[config.mk]
export PLATFORM = sky130hd
export DESIGN_NAME = key_gate_encoder_flat
export DESIGN_NICKNAME = d
export VERILOG_FILES = /design/src/rtl/key_gate_encoder_if.sv /design/src/rtl/key_gate_encoder.sv /design/src/flat_wrapper.sv
export SDC_FILE = /design/constraint.sdc
export NUM_CORES = 1
export LEC_CHECK = 0
export CORE_MARGIN = 2
export CORE_UTILIZATION = 45
export DETAILED_ROUTE_END_ITERATION = 6
export GPL_ROUTABILITY_DRIVEN = 0
export GPL_TIMING_DRIVEN = 0
export PLACE_DENSITY = 0.63
export SYNTH_ARGS = -nofsm -noshare
export SYNTH_HDL_FRONTEND = slang
export SYNTH_SLANG_ARGS = --single-unit
[constraint.sdc]
create_clock -name clock -period 3.4 [get_ports clock]
set_input_delay 0.85 -clock clock [delete_from_list [all_inputs] [get_ports clock]]
set_output_delay 0.85 -clock clock [all_outputs]
set_load 0.1 [all_outputs]
[src/rtl/key_gate_encoder_if.sv]
// Scan-code input and gate/note output bundle for key_gate_encoder.
// The byte source (PS/2 receiver) drives through the master modport and
// the encoder consumes through the slave modport.
interface key_gate_encoder_if;
    logic [7:0]  scan_code;
    logic        scan_valid;
    logic        keyboard_pushed;
    logic [3:0]  note_index;
    logic        note_valid;
    logic [12:0] held_mask;

    modport master (
        output scan_code,
        output scan_valid,
        input  keyboard_pushed,
        input  note_index,
        input  note_valid,
        input  held_mask
    );

    modport slave (
        input  scan_code,
        input  scan_valid,
        output keyboard_pushed,
        output note_index,
        output note_valid,
        output held_mask
    );
endinterface

[src/rtl/key_gate_encoder.sv]
// key_gate_encoder: turns the PS/2 scan-code byte stream into a one-octave
// held-key map, a last-pressed-wins note selection and an envelope gate.
// Whenever the sounding note changes while the gate is high, the gate is
// pulled low for GAP_CYCLES cycles so the envelope retriggers its attack.
module key_gate_encoder #(
    parameter int unsigned GAP_CYCLES = 4
) (
    input  logic               clock,
    input  logic               resetn,
    key_gate_encoder_if.slave  bus
);

    typedef enum logic [1:0] {
        P_IDLE,
        P_BRK,
        P_EXT,
        P_EXTBRK
    } parseState_t;

    typedef enum logic [1:0] {
        G_OFF,
        G_ON,
        G_GAP
    } gateState_t;

    localparam logic [7:0] GAP_LOAD = 8'(GAP_CYCLES);

    parseState_t r_parse;
    gateState_t  r_gate;
    logic [7:0]  r_gapCnt;
    logic [12:0] r_heldMask;
    logic [3:0]  r_noteIndex;
    logic        r_noteValid;
    logic        r_pushed;

    logic        w_mapped;
    logic [3:0]  w_key;
    logic [12:0] w_keyBit;
    logic        w_isHeld;
    logic        w_newPress;
    logic        w_release;
    logic        w_relCurrent;
    logic [12:0] w_remaining;
    logic        w_othersHeld;
    logic [3:0]  w_highest;

    // Translate the incoming byte into a key index of the one-octave map.
    always_comb begin
        w_mapped = 1'b1;
        w_key    = 4'd0;
        case (bus.scan_code)
            8'h1C:   w_key = 4'd0;
            8'h1D:   w_key = 4'd1;
            8'h1B:   w_key = 4'd2;
            8'h24:   w_key = 4'd3;
            8'h23:   w_key = 4'd4;
            8'h2B:   w_key = 4'd5;
            8'h2C:   w_key = 4'd6;
            8'h34:   w_key = 4'd7;
            8'h35:   w_key = 4'd8;
            8'h33:   w_key = 4'd9;
            8'h3C:   w_key = 4'd10;
            8'h3B:   w_key = 4'd11;
            8'h42:   w_key = 4'd12;
            default: w_mapped = 1'b0;
        endcase
    end

    assign w_keyBit     = 13'(1) << w_key;
    assign w_isHeld     = |(r_heldMask & w_keyBit);
    assign w_remaining  = r_heldMask & ~w_keyBit;
    assign w_othersHeld = |w_remaining;
    assign w_newPress   = bus.scan_valid && (r_parse == P_IDLE) && w_mapped && !w_isHeld;
    assign w_release    = bus.scan_valid && (r_parse == P_BRK) && w_mapped && w_isHeld;
    assign w_relCurrent = w_release && (w_key == r_noteIndex);

    // Pick the highest key still held after a release; it becomes the fallback note.
    always_comb begin
        w_highest = 4'd0;
        for (int i = 0; i < 13; i++) begin
            if (w_remaining[i]) begin
                w_highest = 4'(i);
            end
        end
    end

    // Parser, key map, note selection and gate FSM, all with registered outputs.
    always_ff @(posedge clock or negedge resetn) begin
        if (!resetn) begin
            r_parse     <= P_IDLE;
            r_gate      <= G_OFF;
            r_gapCnt    <= 8'd0;
            r_heldMask  <= 13'd0;
            r_noteIndex <= 4'd0;
            r_noteValid <= 1'b0;
            r_pushed    <= 1'b0;
        end else begin
            if (bus.scan_valid) begin
                case (r_parse)
                    P_IDLE: begin
                        if (bus.scan_code == 8'hE0) begin
                            r_parse <= P_EXT;
                        end else if (bus.scan_code == 8'hF0) begin
                            r_parse <= P_BRK;
                        end
                    end
                    P_EXT: begin
                        if (bus.scan_code == 8'hF0) begin
                            r_parse <= P_EXTBRK;
                        end else begin
                            r_parse <= P_IDLE;
                        end
                    end
                    default: r_parse <= P_IDLE;
                endcase
            end

            r_noteValid <= 1'b0;
            if (w_newPress) begin
                r_heldMask  <= r_heldMask | w_keyBit;
                r_noteIndex <= w_key;
                r_noteValid <= 1'b1;
            end else if (w_release) begin
                r_heldMask <= w_remaining;
                if (w_relCurrent && w_othersHeld) begin
                    r_noteIndex <= w_highest;
                    r_noteValid <= 1'b1;
                end
            end

            if (w_newPress && (r_gate == G_OFF)) begin
                r_gate   <= G_ON;
                r_pushed <= 1'b1;
            end else if (w_newPress || (w_relCurrent && w_othersHeld)) begin
                r_gate   <= G_GAP;
                r_gapCnt <= GAP_LOAD;
                r_pushed <= 1'b0;
            end else if (w_relCurrent) begin
                r_gate   <= G_OFF;
                r_gapCnt <= 8'd0;
                r_pushed <= 1'b0;
            end else if (r_gate == G_GAP) begin
                if (r_gapCnt <= 8'd1) begin
                    r_gate   <= G_ON;
                    r_gapCnt <= 8'd0;
                    r_pushed <= 1'b1;
                end else begin
                    r_gapCnt <= r_gapCnt - 8'd1;
                end
            end
        end
    end

    assign bus.keyboard_pushed = r_pushed;
    assign bus.note_index      = r_noteIndex;
    assign bus.note_valid      = r_noteValid;
    assign bus.held_mask       = r_heldMask;

endmodule

[src/flat_wrapper.sv]
// flat-port wrapper written by rule: the top's interface ports become plain ports
module key_gate_encoder_flat 
#(
    parameter int unsigned GAP_CYCLES = 4
)
  (clock, resetn, bus_scan_code, bus_scan_valid, bus_keyboard_pushed, bus_note_index, bus_note_valid, bus_held_mask);
  key_gate_encoder_if bus_i ();
  input  logic clock;
  input  logic resetn;
  input wire logic [$bits(bus_i.scan_code)-1:0] bus_scan_code;
  input wire logic [$bits(bus_i.scan_valid)-1:0] bus_scan_valid;
  output wire logic [$bits(bus_i.keyboard_pushed)-1:0] bus_keyboard_pushed;
  output wire logic [$bits(bus_i.note_index)-1:0] bus_note_index;
  output wire logic [$bits(bus_i.note_valid)-1:0] bus_note_valid;
  output wire logic [$bits(bus_i.held_mask)-1:0] bus_held_mask;
  assign bus_i.scan_code = bus_scan_code;
  assign bus_i.scan_valid = bus_scan_valid;
  assign bus_keyboard_pushed = bus_i.keyboard_pushed;
  assign bus_note_index = bus_i.note_index;
  assign bus_note_valid = bus_i.note_valid;
  assign bus_held_mask = bus_i.held_mask;
  key_gate_encoder #(.GAP_CYCLES(GAP_CYCLES)) u_core (.clock(clock), .resetn(resetn), .bus(bus_i));
endmodule
== Word level (Yosys, flattened, before mapping) ==
Cells that the tools add are included.

* Add/sub/neg operators: 1
* Order comparisons: 1
* Eq/ne operators: 20
* Shift operators: 1
* Muxes and demuxes: 40
* Bitwise gates (word level): 5
* Reductions and logical operators: 25

{| class="wikitable"
|+ Operators with widths
! operator !! count
|-
| equality test 8 x 6 -> 1 bit, second input constant || 9
|-
| one-hot mux 4 bit (12 select lines) || 1
|-
| OR reduction 13 bit || 3
|-
| two-way mux 4 bit || 8
|-
| two-way mux 8 bit || 4
|-
| bitwise AND 13 bit || 2
|-
| two-way mux 13 bit || 2
|-
| equality test 8 x 5 -> 1 bit, second input constant || 3
|-
| two-way mux 2 bit || 10
|-
| equality test 8 bit, second input constant || 2
|-
| NOT 13 bit || 1
|-
| OR 13 bit || 1
|-
| left shift 1 x 4 -> 13 bit, first input constant || 1
|-
| two-way mux 3 bit || 4
|-
| two-way mux 1 bit || 10
|-
| logical AND 1 bit || 9
|-
| equality test 8 x 7 -> 1 bit, second input constant || 1
|-
| <= comparator 8 x 1 -> 1 bit, second input constant || 1
|-
| AND reduction 2 bit || 4
|-
| nonzero test 4 bit || 2
|-
| subtractor 8 x 1 -> 8 bit, second input constant || 1
|-
| equality test 2 bit, second input constant || 2
|-
| equality test 4 bit || 1
|-
| zero test 2 bit || 2
|-
| 8 further kinds || 9
|}

* Bits in registers: 31
* Word-level logic and storage cells: 100

== Longest topological paths before layout ==
Gate-level depths: netlist of the first run.

* Word-level depth: 20
* Mapped depth: 10
* Depth with buffers taken out: 8

== Least setup slack after synthesis of the first run ==
Ideal clock, no wire load.

* Path kind: input to register
* From: input bus_scan_code[0]
* To: register u_core.r_gapCnt[0]
* Arrival: 3.170 ns
* Setup slack: 0.102 ns
* Stages on the path: 10
* Path buffers: 2
* Cell sequence: buf_2 -> nor4b_1 -> nand2_1 -> o31ai_1 -> xor2_1 -> or3_1 -> nor3_2 -> buf_4 -> nor2_1 -> mux2_1

* Longest elaborated chain between the ends: 11
* Elaborated cells between the ends (all ways): 37
* Classes of those cells: eq/ne: 14; shift: 1; mux: 4; bitwise: 4; reduce/logical: 14

{| class="wikitable"
|+ Ends and longest elaborated chain
! what !! line !! text
|-
| from (decl) || flat_wrapper.sv:10 || <nowiki>input wire logic [$bits(bus_i.scan_code)-1:0] bus_scan_code;</nowiki>
|-
| equality test 8 x 7 -> 1 bit (tied with other cells) || key_gate_encoder.sv:51 || <nowiki>case (bus.scan_code)</nowiki>
|-
| one-hot mux 4 bit (12 select lines) || key_gate_encoder.sv:51 ||
|-
| left shift 1 x 4 -> 13 bit || key_gate_encoder.sv:69 || <nowiki>assign w_keyBit = 13'(1) << w_key;</nowiki>
|-
| bitwise AND 13 bit || key_gate_encoder.sv:70 || <nowiki>assign w_isHeld = |(r_heldMask & w_keyBit);</nowiki>
|-
| OR reduction 13 bit || key_gate_encoder.sv:70 ||
|-
| logical AND 1 bit || key_gate_encoder.sv:74 || <nowiki>assign w_release = bus.scan_valid && (r_parse == P_BRK) && w_mapped && w_isHeld;</nowiki>
|-
| logical AND 1 bit || key_gate_encoder.sv:75 || <nowiki>assign w_relCurrent = w_release && (w_key == r_noteIndex);</nowiki>
|-
| logical AND 1 bit || key_gate_encoder.sv:134 || <nowiki>end else if (w_newPress || (w_relCurrent && w_othersHeld)) begin</nowiki>
|-
| logical OR 1 bit || key_gate_encoder.sv:134 ||
|-
| nonzero test 3 bit (no source line) || - ||
|-
| AND reduction 2 bit (no source line) || - ||
|-
| to (signal assigned) || key_gate_encoder.sv:148 || <nowiki>r_gapCnt <= r_gapCnt - 8'd1;</nowiki>
|-
| to (decl) || key_gate_encoder.sv:30 || <nowiki>logic [7:0] r_gapCnt;</nowiki>
|}

Parallel ways exist; a longest one is shown, timed or not.
A chain may end at the register's enable or synchronous reset.

== Worst setup path after layout of the first run ==
* From: input bus_scan_code[4]
* To: register u_core.r_gapCnt[0]

Same word-level chain as after synthesis.

==> results.ini, run 1 <==
[sta]
fmax_mhz=306
timing.final.crit_period_ps=3270
worst_pin_slew_ps=972
hold_viol=0
setup_viol=0
finalMaxSlewViolations=0
finalClockSkew_ps=11.1
fin_crit_sh=0.961
rsz0062_at_grt=false
finalSetupTns_ps=0
setup_ws_ps=132
relSlewSlack=0.350

[floorplan]
coreArea_um2=5070
fp-row-count=26
pin_count=30
die-height_um=76.3
dieArea_um2=5830
initial_core_util=0.464
die_w_um=76.3

[synth]
synth.distinct_cells=65
synth.mux.area_fraction=0.0143
synth-edff-count=0
synth_flop_cell=dfrtp_1
yosys.area_share.simple=0.298
synth_adder_area_share=0.0106
synth-compound-area-share=0.295
synth_area_um2=2350
yosysSeqAreaShare=0.319
yosysWarnings=0
synth_top_family_by_area=simple AND/OR/NAND/NOR gates
syn_avg_cell_area_um2=8.59
synth_nets=287
ys_seq_elements=30
synthArstFlopShare=1.00
synth_xor_area_frac=0.0149
synthCells=274

[worst_setup_path]
path_class=primary input to flop
path_cells=dlygate4sd2_1, nor4b_4, and3_1, o31a_1, o21ai_1, or3_1, nor3_4, buf_6, nor2_1, mux2_1
end_kind=flop
max_stage_delay_ps=440
path_delay_family=simple AND/OR/NAND/NOR gates
crit_slowest_cell=nor4b_4
cp.arrival_ps=3440
required_ps=3570
critPathBufInv=2
start_kind=primary input
critPathMaxFanout=10

[clock_tree]
cts_tree=yes
clock_path_buffers=2
clkSinkCount=30
ctsHoldBuffers=0
cts.clk_slew.worst_paths_ps=70
numCtsBuffers=5
insertion_delay_ps=280
htree_levels=2
cts-root-buf=clkbuf_8

[drt]
drt_wl_total_mm=6.94
ant_nets=0
vias=2452
drtIter0Drc=187
viasPerCell=6.29
drc_errors=0
wl_per_cell_um=17.8
first_pass_iters=5

[placement]
port_buffers=29
dpl_cell_area_um2=2730
dpl.hpwl_mm=4.97
dpl_worst_slack_ps=-1000

[layout]
fill_cells=474
fin_nets=333
layout-drive-gt1-share=0.219
layout_common_cells=34 x o21ai_0, 30 x dfrtp_1, 20 x clkdlybuf4s50_1, 18 x nand2_1
fin_area_um2=3070
antennaDiodeCount=0
seq_area_um2=751
final_common_cell=o21ai_0
multiInputGateArea_um2=1660
syn2layout_area_growth_pct=30.2
utilization=0.604

[global_route]
grt.overflow.total=0
grt_usage=0.245
antenna_found_initial=0
grt_max_degree=31
grt_pass1_wl_mm=11.6
grt_pass1_vias=2335

[power_and_ir_drop]
p_leak_nw=1.22
peakVddDrop_mv=0.391
power.density_nw_per_um2=552

[run]
maxCapViolations=0

[status]
outcome=finished, final reports clean

[hold_path]
hold_class=flop to flop

[synthesized netlist by cell type (6+ instances only)]
cell,n,area [um2]
a21oi_1,6,30.0
dfrtp_1,30,751
a22o_1,7,61.3
o21ai_0,34,170
inv_1,14,52.6
nand4_1,8,50.1
nand3_1,15,75.1
nor2_1,11,41.3
buf_2,9,45.0
nor3_1,7,35.0
nand2_1,19,71.3
o32ai_1,7,61.3
[stage by stage]
step | hold WS, ps | cells | power (mW)
2_1_floorplan | 457 | 274 | 1.10
3_3_place_gp | 467 | 373 | 1.28
3_5_place_dp | 487 | 373 | 1.28
4_1_cts | 500 | 386 | 1.68
5_1_grt | 522 | 390 | 1.80
6_report | 499 | 390 | 1.69
[cells by family after synthesis]
kind of cell | Yosys count
xor gates and xnor gates | 4
and+or+nand+nor | 108
buffers and inverters | 26
muxes | 3
adders and majority gates | 2
AOI/OAI and AO/OA | 101
DFF | 30
[path summary, 6_finish.rpt]
kind,cells past startpoint,from,slack [ps],endpoint
max,10,bus_scan_code[4],130,u_core.r_gapCnt[0]
min,1,u_core.r_parse[1],500,u_core.r_parse[1]
max reg2reg,8,flop,680,u_core.r_gapCnt[5]
min reg2reg,1,u_core.r_parse[1],500,u_core.r_parse[1]
max in group asynchronous,1,resetn,2360,asynchronous set/reset pin
min in group asynchronous,1,resetn,600,u_core.bus.note_index[2]
[final cells by class]
class	count	area share
repair buffers	39	0.106
well taps	70	0.0286
plain buffers	12	0.0245
multi-input cells	218	0.543
flip-flops and latches	30	0.245
clock inverters	1	0.00979
inverters	14	0.0171
clock buffers	6	0.0269
[timing repair]
action	CTS	global route
pin swaps	5	9
setup buffers	6	4
gates cloned	0	0
endpoints found under the setup margin	28	26
gates resized for setup	34	26
[per-layer routing]
metal  vias up  wire [um]  global-route usage
li1       1164          -                   -
met1      1191       3100               0.344
met2        84       3300               0.386
met3        13        395              0.0391
met4         0        142              0.0782
met5         -          0                   0
[where the power goes]
part           switching (mW)  internal [mW]  total [mW]
clock network           0.135          0.234       0.369
logic                   0.510          0.283       0.793
registers              0.0957          0.436       0.532
total                   0.741          0.953        1.69
(Power assumes the default switching activity.)
==> inputs of run 2 (changes only) <==
--- a/config.mk
+++ b/config.mk
@@ -5,11 +5,10 @@
 export SDC_FILE = /design/constraint.sdc
 export NUM_CORES = 1
 export LEC_CHECK = 0
-export CORE_MARGIN = 2
+export CORE_MARGIN = 5
 export CORE_UTILIZATION = 45
 export DETAILED_ROUTE_END_ITERATION = 6
 export GPL_ROUTABILITY_DRIVEN = 0
-export GPL_TIMING_DRIVEN = 0
 export PLACE_DENSITY = 0.63
 export SYNTH_ARGS = -nofsm -noshare
 export SYNTH_HDL_FRONTEND = slang
==> results.ini, run 2 (synthesis gave the netlist of run 1 again) <==
[global_route]
antenna_found_initial=0  ; unchanged
grt_max_degree=31  ; unchanged
grt_pass1_wl_mm=12.6  ; +8.4%
grt_usage=0.242  ; -0.00297
grt_pass1_vias=2574  ; +10%
grt.overflow.total=0  ; unchanged

[drt]
vias=2730  ; +11%
wl_met2_mm=3.63  ; +9.9%
viasPerCell=5.96  ; -5.2%
drc_errors=0  ; unchanged
wl_per_cell_um=17.5  ; -1.8%
route.met3.wl_um=529  ; +34%
first_pass_iters=5  ; unchanged
drtIter0Drc=168  ; -10%
wl_met1_mm=3.66  ; +18%
ant_nets=0  ; unchanged
highest_layer=met4
drt_wl_total_mm=8.00  ; +15%

[layout]
utilization=0.678  ; +0.0741
layout_common_cells=107 x buf_4, 34 x o21ai_0, 30 x dfrtp_1, 19 x nand2_1
final_common_cell=buf_4
antennaDiodeCount=0  ; unchanged
syn2layout_area_growth_pct=47.1
fin_area_um2=3460  ; +13%
fin_nets=400  ; +20%
fill_cells=429  ; -9.5%
layout-drive-gt1-share=0.376  ; +0.158

[placement]
dpl.hpwl_mm=5.87  ; +18%
dpl_cell_area_um2=3260  ; +19%
port_buffers=29  ; unchanged

[sta]
worst_pin_slew_ps=643  ; -330 ps
fin_crit_sh=0.987  ; +0.0253
timing.final.crit_period_ps=3350  ; +86.0 ps
rsz0062_at_grt=true
fmax_mhz=298  ; -2.6%
finalClockSkew_ps=7.36  ; -3.75 ps
relSlewSlack=0.570  ; +0.220
hold_viol=0  ; unchanged
setup_viol=0  ; unchanged
finalMaxSlewViolations=0  ; unchanged

[worst_setup_path]
required_ps=3630  ; +60 ps
crit_path_start=bus_scan_code[5]
worst-path-stages=11  ; +1
crit_path_end=u_core.r_gapCnt[6]
max_stage_delay_ps=380  ; -60 ps
reg2reg_depth=8  ; unchanged
r2r_slack_ps=630  ; -50 ps
start_kind=primary input
path_cells=dlygate4sd2_1, nor4b_2, buf_4, nand4_1, nand4_1, nor3_2, buf_4, nor4_4, mux2_4, o32ai_1, a22o_1
rr_endpoint=u_core.r_gapCnt[6]
critPathBufInv=3  ; +1
path_class=primary input to flop
critPathMaxFanout=7  ; -3
cp.arrival_ps=3580  ; +140 ps
path_delay_family=simple AND/OR/NAND/NOR gates
end_kind=flop
crit_slowest_cell=mux2_4

[floorplan]
initial_core_util=0.461  ; -0.00296
die_w_um=82.3  ; +7.9%
dieArea_um2=6780  ; +16%
coreArea_um2=5110  ; +0.64%
pin_count=30  ; unchanged
fp-row-count=26  ; unchanged
die-height_um=82.3  ; +7.9%

[power_and_ir_drop]
p_leak_nw=1.55  ; +27%
power.density_nw_per_um2=491  ; -11%
peakVddDrop_mv=0.422  ; +7.9%

[clock_tree]
htree_levels=2  ; unchanged
clock_path_buffers=2  ; unchanged
cts.clk_slew.worst_paths_ps=70  ; about the same
ctsHoldBuffers=0  ; unchanged
cts_tree=yes
clkSinkCount=30  ; unchanged
insertion_delay_ps=290  ; about the same
cts-root-buf=clkbuf_8
numCtsBuffers=5  ; unchanged

[hold_path]
hold_class=flop to flop

[status]
outcome=finished, final reports clean

[run]
maxCapViolations=0  ; unchanged

run 2: changes by cell type in the layout (fill, tap and decap cells not counted), moves of 4 or more:
cell	previous run	this run
buf_4	13	107
buf_2	6	0
clkdlybuf4s50_1	20	2
nor4b_4	6	2
clkbuf_2	8	1
dlygate4sd2_1	1	7
run 2: stage by stage:
step	std cells	hold slack [ps]	setup TNS, ps	power (mW)	setup slack [ps]
2_1_floorplan	274	457	0	1.10	102
3_3_place_gp	445	467	-7500	1.32	-446
3_5_place_dp	445	478	-7590	1.34	-443
4_1_cts	454	495	0	1.67	79.6
5_1_grt	458	515	-60.7	1.80	-52.1
6_report	458	489	0	1.70	45.5
run 2: worst min-delay path by stage:
stage          slack [ps]  cells past startpoint                 to              start
2_1_floorplan         460                      1  u_core.r_parse[1]  u_core.r_parse[1]
3_5_place_dp          480                      1  u_core.r_parse[1]  u_core.r_parse[1]
4_1_cts               500                      1  u_core.r_parse[1]  u_core.r_parse[1]
3_3_place_gp          470                      1  u_core.r_parse[1]  u_core.r_parse[1]
6_report              490                      1  u_core.r_parse[1]  u_core.r_parse[1]
5_1_grt               510                      1  u_core.r_parse[1]  u_core.r_parse[1]
run 2: routing by layer:
layer | track usage | up-vias
met5 | 0 | -
met4 | 0.0814 | 0
met3 | 0.0380 | 16
met2 | 0.363 | 99
met1 | 0.350 | 1310
li1 | - | 1305
run 2: area by class of cell:
type	count	area (um2)	area share
multi-input combinational	218	1580	0.455
timing repair buffer	118	901	0.260
clock buffer	6	82.6	0.0238
inverter	14	52.6	0.0152
tap	70	87.6	0.0253
sequential	30	751	0.217
clock inverter	2	12.5	0.00361
run 2: power by group:
part	switching [mW]	total (mW)	internal [mW]
Clock	0.154	0.316	0.163
Combinational	0.520	0.845	0.325
Sequential	0.103	0.539	0.436
run 2: timing repair:
action / CTS / global route
hold endpoints to repair: 0 / 0
pin swaps: 1 / 2
setup endpoints to repair: 17 / 2
buffers inserted: 1 / 4
gates resized for setup: 18 / 9
==> inputs of run 3 (changes only) <==
--- a/config.mk
+++ b/config.mk
@@ -10,6 +10,7 @@
 export DETAILED_ROUTE_END_ITERATION = 6
 export GPL_ROUTABILITY_DRIVEN = 0
 export PLACE_DENSITY = 0.63
+export SLEW_MARGIN = 20
 export SYNTH_ARGS = -nofsm -noshare
 export SYNTH_HDL_FRONTEND = slang
 export SYNTH_SLANG_ARGS = --single-unit
==> results of run 3 <==
The final DEF is identical to that of run 2; final timing and power are the same.
